**src/rtl/rv_core_pkg.sv**
```systemverilog
// Shared types and constants for the RV32I core front end.
// Pure declarations: no logic and no timing behaviour.
package rv_core_pkg;

  typedef enum logic [1:0] {
    FETCH = 2'b00,
    WAIT  = 2'b01,
    HOLD  = 2'b10,
    TRAP  = 2'b11
  } fetch_state_e;

  localparam logic [1:0] PC_SEL_PLUS4 = 2'b00;
  localparam logic [1:0] PC_SEL_BR    = 2'b01;
  localparam logic [1:0] PC_SEL_ALU   = 2'b10;
  localparam logic [1:0] PC_SEL_RSVD  = 2'b11;

  localparam logic [31:0] INST_NOP = 32'h0000_0013;

  localparam logic [1:0] TRAP_NONE     = 2'b00;
  localparam logic [1:0] TRAP_ILLEGAL  = 2'b01;
  localparam logic [1:0] TRAP_MISALIGN = 2'b10;

endpackage

```
**src/rtl/fetch_next_pc.sv**
```systemverilog
// Next-PC mux with fetch-target alignment check.
// Latency: combinational; backpressure: none.
module fetch_next_pc
  import rv_core_pkg::*;
(
  input  logic [31:0] pc,
  input  logic [1:0]  pc_sel,
  input  logic [31:0] br_target,
  input  logic [31:0] alu_data,
  output logic [31:0] next_pc,
  output logic        misalign
);

  always_comb begin
    next_pc = pc + 32'd4;
    case (pc_sel)
      PC_SEL_BR:  next_pc = br_target;
      // JALR clears bit 0 of the computed target before the alignment check.
      PC_SEL_ALU: next_pc = {alu_data[31:1], 1'b0};
      default:    next_pc = pc + 32'd4;
    endcase
    misalign = next_pc[1];
  end

endmodule

```
**src/rtl/fetch_unit.sv**
```systemverilog
// Fetch stage: owns the PC, one outstanding imem request, holds the word until retire.
// Latency: grant->o_inst_vld >= 2 cycles; backpressure: holds o_inst while i_inst_rdy=0.
module fetch_unit
  import rv_core_pkg::*;
#(
  parameter logic [31:0] RESET_PC = 32'h0000_0000
) (
  input  logic        i_clk,
  input  logic        i_reset,
  output logic        o_imem_req,
  output logic [31:0] o_imem_addr,
  input  logic        i_imem_gnt,
  input  logic        i_imem_rvalid,
  input  logic [31:0] i_imem_rdata,
  output logic [31:0] o_inst,
  output logic        o_inst_vld,
  input  logic        i_inst_rdy,
  input  logic        i_insn_vld,
  input  logic [1:0]  i_pc_sel,
  input  logic [31:0] i_br_target,
  input  logic [31:0] i_alu_data,
  output logic [31:0] o_pc,
  output logic [31:0] o_pc_four,
  output logic        o_trap,
  output logic [1:0]  o_trap_cause
);

  fetch_state_e state_q, state_d;
  logic [31:0]  pc_q, pc_d;
  logic [31:0]  inst_q, inst_d;
  logic [1:0]   cause_q, cause_d;

  logic [31:0]  next_pc;
  logic         next_misalign;

  fetch_next_pc u_next_pc (
    .pc        (pc_q),
    .pc_sel    (i_pc_sel),
    .br_target (i_br_target),
    .alu_data  (i_alu_data),
    .next_pc   (next_pc),
    .misalign  (next_misalign)
  );

  always_ff @(posedge i_clk) begin
    if (i_reset) begin
      state_q <= FETCH;
      pc_q    <= RESET_PC;
      inst_q  <= INST_NOP;
      cause_q <= TRAP_NONE;
    end else begin
      state_q <= state_d;
      pc_q    <= pc_d;
      inst_q  <= inst_d;
      cause_q <= cause_d;
    end
  end

  always_comb begin
    state_d    = state_q;
    pc_d       = pc_q;
    inst_d     = inst_q;
    cause_d    = cause_q;
    o_imem_req = 1'b0;
    o_inst_vld = 1'b0;
    o_trap     = 1'b0;

    case (state_q)
      FETCH: begin
        // Request is masked while reset is held so nothing is issued in the reset cycle.
        o_imem_req = ~i_reset;
        if (i_imem_gnt) begin
          state_d = WAIT;
        end
      end
      WAIT: begin
        if (i_imem_rvalid) begin
          inst_d  = i_imem_rdata;
          state_d = HOLD;
        end
      end
      HOLD: begin
        o_inst_vld = 1'b1;
        if (i_inst_rdy) begin
          // Faults leave the PC pointing at the offending instruction.
          if (!i_insn_vld) begin
            cause_d = TRAP_ILLEGAL;
            state_d = TRAP;
          end else if (next_misalign) begin
            cause_d = TRAP_MISALIGN;
            state_d = TRAP;
          end else begin
            pc_d    = next_pc;
            state_d = FETCH;
          end
        end
      end
      TRAP: begin
        o_trap = 1'b1;
      end
      default: begin
        state_d = FETCH;
      end
    endcase
  end

  assign o_imem_addr  = pc_q;
  assign o_pc         = pc_q;
  assign o_pc_four    = pc_q + 32'd4;
  assign o_inst       = inst_q;
  assign o_trap_cause = cause_q;

endmodule

```
**config.mk**
```make
export PLATFORM = sky130hd
export DESIGN_NAME = fetch_unit
export DESIGN_NICKNAME = d
export VERILOG_FILES = /design/src/rtl/rv_core_pkg.sv /design/src/rtl/fetch_next_pc.sv /design/src/rtl/fetch_unit.sv
export SDC_FILE = /design/constraint.sdc
export NUM_CORES = 1
export LEC_CHECK = 0
export ABC_AREA = 0
export CAP_MARGIN = 20
export CORE_UTILIZATION = 44
export DETAILED_ROUTE_END_ITERATION = 8
export PLACE_DENSITY = 0.9
export SYNTH_ARGS = -nofsm -noshare
export SYNTH_HDL_FRONTEND = slang
export SYNTH_HIERARCHICAL = 1
export SYNTH_SLANG_ARGS = --single-unit
```
**constraint.sdc**
```tcl
create_clock -name i_clk -period 6.5 [get_ports i_clk]
set_input_delay 0.65 -clock i_clk [delete_from_list [all_inputs] [get_ports i_clk]]
set_output_delay 0.65 -clock i_clk [all_outputs]
set_load 0.005 [all_outputs]
```
# After elaboration in Yosys (flattened, before gate mapping)
# Cells that the tools add are included.
[word_totals]
out_inout_bits = 133
regBits = 67
[op_classes]
reduce_logical = 6
n_addsub = 1
eq_ne = 9
n_bitwise = 2
mux = 12
[op_table]
columns = ["cell", "count"]
rows = [
  ["case mux 32 bit (2 select lines)", 1],
  ["adder 32 x 3 -> 32 bit, second input constant", 1],
  ["two-way mux 2 bit", 7],
  ["AND reduction 4 bit", 2],
  ["equality test 2 bit, second input constant", 3],
  ["inequality test 2 bit, second input constant", 3],
  ["case mux 2 bit (3 select lines)", 1],
  ["equality test 2 x 1 -> 1 bit, second input constant", 2],
  ["two-way mux 1 bit", 3],
  ["AND reduction 3 bit", 1],
  ["nonzero test 3 bit", 1],
  ["zero test 2 bit", 1],
  ["inequality test 2 x 1 -> 1 bit, second input constant", 1],
  ["inverter 1 bit", 2],
  ["AND reduction 2 bit", 1],
]

# Logic depth before layout (Yosys ltp)
[logic_depth]
ltp_word = 6
depth_mapped = 12

# Modules after synthesis
# Netlist, hierarchy kept.
[modules_own_cells]
columns = ["mod", "cells_each", "area_each_um2", "seq_area_each_um2", "instances"]
rows = [
  ["fetch_unit", 438, 3354.5, 1361.3, 1],
  ["fetch_next_pc", 182, 1192.4, 0.0, 1],
]

# Least setup slack after synthesis
# No wires, ideal clock.
[synth_path]
kind = "input to register"
start = "input port i_pc_sel[0]"
end = "register pc_q[10], in the netlist o_imem_addr[10]"
path_stages = 11
path_slack_ns = 3.765
arrival_time_ns = 2.603
setup_time_ns = 0.132
cell_sequence = "inv_1 -> ha_1 -> clkbuf_1 -> clkbuf_1 -> o21ai_0 -> nand2b_1 -> or2_1 -> clkbuf_1 -> clkbuf_1 -> nand2_1 -> a21oi_1"
[synth_via]
elab_chain_cells = 4
word_cells_on_any_way = 5
[synth_lines]
columns = ["element", "line_no", "text"]
rows = [
  ["from (decl)", "fetch_unit.sv:19", "input logic [1:0] i_pc_sel,"],
  ["equality test 2 bit or equality test 2 x 1 -> 1 bit (tied branches)", "fetch_next_pc.sv:16", "case (pc_sel)"],
  ["case mux 32 bit (2 select lines) *", "fetch_next_pc.sv:16", ""],
  ["via next_misalign", "fetch_unit.sv:34", "logic next_misalign;"],
  ["inverter 1 bit (no source line) *", "--", ""],
  ["AND reduction 4 bit (no source line) *", "--", ""],
  ["to (signal assigned)", "fetch_unit.sv:53", "pc_q <= pc_d;"],
  ["to (decl)", "fetch_unit.sv:29", "logic [31:0] pc_q, pc_d;"],
]
# The timed path passes the listed nets; every way through them passes the cells marked *.
# A chain may end at the register's enable or synchronous reset.

# Worst setup path after layout
[layout_path]
start = "register pc_q[10], in the netlist o_imem_addr[10]"
end = "output port o_pc_four[28]"
[layout_via]
elab_chain_cells = 1
[layout_lines]
columns = ["element", "line_no", "text"]
rows = [
  ["adder 32 x 3 -> 32 bit", "fetch_unit.sv:109", "assign o_pc_four = pc_q + 32'd4;"],
  ["to (decl)", "fetch_unit.sv:23", "output logic [31:0] o_pc_four,"],
]
# Every way passes these cells.

==> impl_results.md <==
* 1st-pass router iterations at 7
* Initial Utilization at 0.4588
* Crit path max-delay cell type: dfxtp_1
* # rows at 36
* Startpoint types: register
* Crit end category: output port
* CP max stage delay at just over 700 ps
* Placed instance count at between 900 and 1,000
* WP buf/inv at 1
* Yosys cell types at between 40 and 50
* Setup_tns at 0 ps
* Fill cell count at ~790
* Yosys Warn Count at 6
* Syn nets at 733
* Grt met2 use at 0.5000
* Largest fanout on the critical path at 16
* DR vias/cell at between 5 and 6
* Final core utilization at 0.6999
* Post-Syn Area at 4547 sq um
* Worst ir drop on vdd at approximately 0.00016 V
* Antenna violations before repair at 0
* Die X at about 100 microns
* Max Root-Sink Buffers at 2
* Wire length of the first global-routing pass at between 20,000 and 25,000 microns
* Pre-CTS setup slack at between 2000 and 3000 ps
* Setup Fix Bufs, Post-CTS at 0
* Hold Buf Count CTS at 0
* CTS root buf: clkbuf_8
* Gr ovfl total at 0
* Reg2reg end: o_imem_addr[24]
* Prevailing post-synth register cell: dfxtp_1
* Reg clk slew, reported paths at about 70 ps
* Worst Hold Class: register to register
* M1 GR Usage at 0.3083
* Final nets at between 900 and 1,000
* Fin. max-slew vios at 0
* Cell count of the worst hold path at 2
* Die height at 103.7 microns
* Clock Latency Late Sink at between 300 and 400 ps
* Final worst slack at between 2000 and 3000 ps
* Layout cell share with drive strength beyond 1 at 0.04375
* Top Usage Layer GRT: met2
* Io pins at between 200 and 250
* Crit-path cells: and3_1 > nand3_1 > or4_1 > xnor2_1 > clkdlybuf4s50_1
* H-tree depth at 3
* Final Hold Viols at 0
* Async S/R FF share, synth at 0
* DRT Wirelength at approximately 16,000 microns
* Grt met3 use at 0.07489
* Cts bufs inserted at 9
* Worst R2R Path Depth at 7
* DRT iter0 DRCs at between 300 and 400
* Largest net degree at the start of global routing at a little under 70
* Total power at approximately 1.1 mW
* Placed cell area at roughly 6700 sq um
* Max Clk Rate at 274.1 MHz
* Synth Area per Inst at approximately 7.3 sq um
* RSZ-0062 raised after global routing: no
* Final worst path period share at 0.5613
* Fin area at about 6900 sq um
* ANT nets after route at 0
* Pwr dens at approximately 160 nW/um^2
* Post-synth EDFFs at 0
* CP delay by family, top: simple AND/OR/NAND/NOR gates
* Status: completed
* Hold Path End: o_inst[26]
* CP required at roughly 5900 ps
* CTS resizes at 0
* Global-route usage over all layers at 0.2824
* Leak at around 2.4 nW
* Max-Cap Viols at 0
* Setup violations, final at 0
* CTS tree: done
* Post-Layout Cell Count at just over 900
* Worst clock skew at 8.649 ps
* Placer Congestion at roughly 0.85
* Ant diodes at 0
* DRC at 0
* Hpwl dp at between 10,000 and 15,000 microns
* Post-layout min period at roughly 3600 ps
* R2r startpoint: o_imem_addr[2]
* Worst-Margin Slew at 982.7 ps
* Clock sinks at 68
* Sequential cell area fraction in the yosys report at 0.2994
* Syn-to-layout area delta at 52.53%
* Routed wire length per instance at 16.67 microns
* Synth Instances at 620
* Flops & latches, synth at 68
* Number of I/O port buffers at around 240
* Vias at between 5,000 and 6,000
* R2R setup slack at around 3900 ps
* Vias in the first global route at 5,092
* Crit path kind: register to output port
* Die area at 10,740 sq um
* Hold_sp: o_inst[26]
* Worst EP arrival at roughly 3000 ps
* Core area at 9910 sq um
* WHS at approximately 460 ps
* Max-slew headroom at 0.3433
## placed cells by master, fill, tap and decap left out, types with 2 or more instances in the layout
cell type,count
a21oi_1,75
a221oi_1,29
a22oi_1,2
a31oi_1,16
and2_1,3
and3_1,5
and4_1,7
buf_4,4
bufinv_16,2
clkbuf_8,11
clkdlybuf4s50_1,234
clkinvlp_4,2
dfxtp_1,68
ha_1,8
inv_1,13
nand2_1,156
nand2b_1,2
nand3_1,20
nand3b_1,3
nand4_1,10
nand4_2,4
nand4_4,2
nor2_1,8
nor2b_1,4
nor3_1,15
nor3b_1,2
nor4_1,4
o21ai_0,11
o31ai_1,7
or3_1,7
or4_1,8
xnor2_1,16
xor2_1,22
## cells in the mapped netlist, types with 9 or more instances
library cell,instances,area share
nand3_1,20,0.022
ha_1,9,0.025
nand2_1,156,0.13
xnor2_1,16,0.031
inv_1,13,0.011
clkbuf_1,35,0.029
a221oi_1,29,0.056
buf_4,36,0.059
a21oi_1,75,0.083
dfxtp_1,68,0.30
o21ai_0,11,0.012
nor3_1,15,0.017
xor2_1,22,0.042
a31oi_1,16,0.022
nor2_1,9,0.0074
nand4_1,10,0.014
## worst max-delay path by stage
stage,startpoint,endpoint,slack (ps),cells past startpoint
after global placement,i_pc_sel[0],o_imem_addr[28],2820,9
after floorplan,i_pc_sel[0],o_imem_addr[10],3760,11
after global routing,o_imem_addr[10],o_pc_four[28],2700,5
final,o_imem_addr[10],o_pc_four[28],2850,5
after CTS,o_imem_addr[10],o_pc_four[28],2850,5
after detailed placement,i_pc_sel[0],o_imem_addr[11],2660,9
## report_power, final
group / total (mW) / internal, mW / switching (mW)
Sequential: 0.455 / 0.438 / 0.0163
Combinational: 0.259 / 0.143 / 0.116
Clock: 0.409 / 0.238 / 0.172
## worst register-to-register path, stage by stage (launching register included)
cell and delay, ps:
dfxtp_1 590, ha_1 260, and3_1 350, nand4_2 380, or4_1 620, a31oi_1 190
nand2_1 70, a21oi_1 130
## final cells by class
cell class / count / area [sq um] / area share
multi-input combinational: 462 / 2704 / 0.3899
timing repair buffer: 241 / 2420 / 0.3489
sequential: 68 / 1361 / 0.1963
tap: 133 / 166.4 / 0.02399
clock buffer: 11 / 151.4 / 0.02183
clock inverter: 5 / 83.83 / 0.01209
inverter: 13 / 48.80 / 0.007036
## kinds of logic (layout without fill, tap and decap cells)
family	Yosys count	count (layout)	share of synthesized area
AOI/OAI and AO/OA	145	145	0.1970
xor gates and xnor gates	38	38	0.07320
adders and majority gates	9	9	0.02477
buffers and inverters	90	270	0.1070
DFF	68	68	0.2994
muxes	1	1	0.002476
and+or+nand+nor	269	269	0.2961
## sequential cells by signal (all words and copies together), names as in the netlist
| register | flops |
|---|---|
| o_imem_addr | 32 |
| o_trap_cause | 2 |
| o_inst | 32 |
| state_q | 2 |
## per-layer routing
layer / up-vias / part of all wire
met5: - / 0
met4: 0 / 0.036
met3: 40 / 0.093
met2: 282 / 0.49
met1: 2479 / 0.38
li1: 2509 / -
No activity file was read; power rests on OpenSTA's default activity.
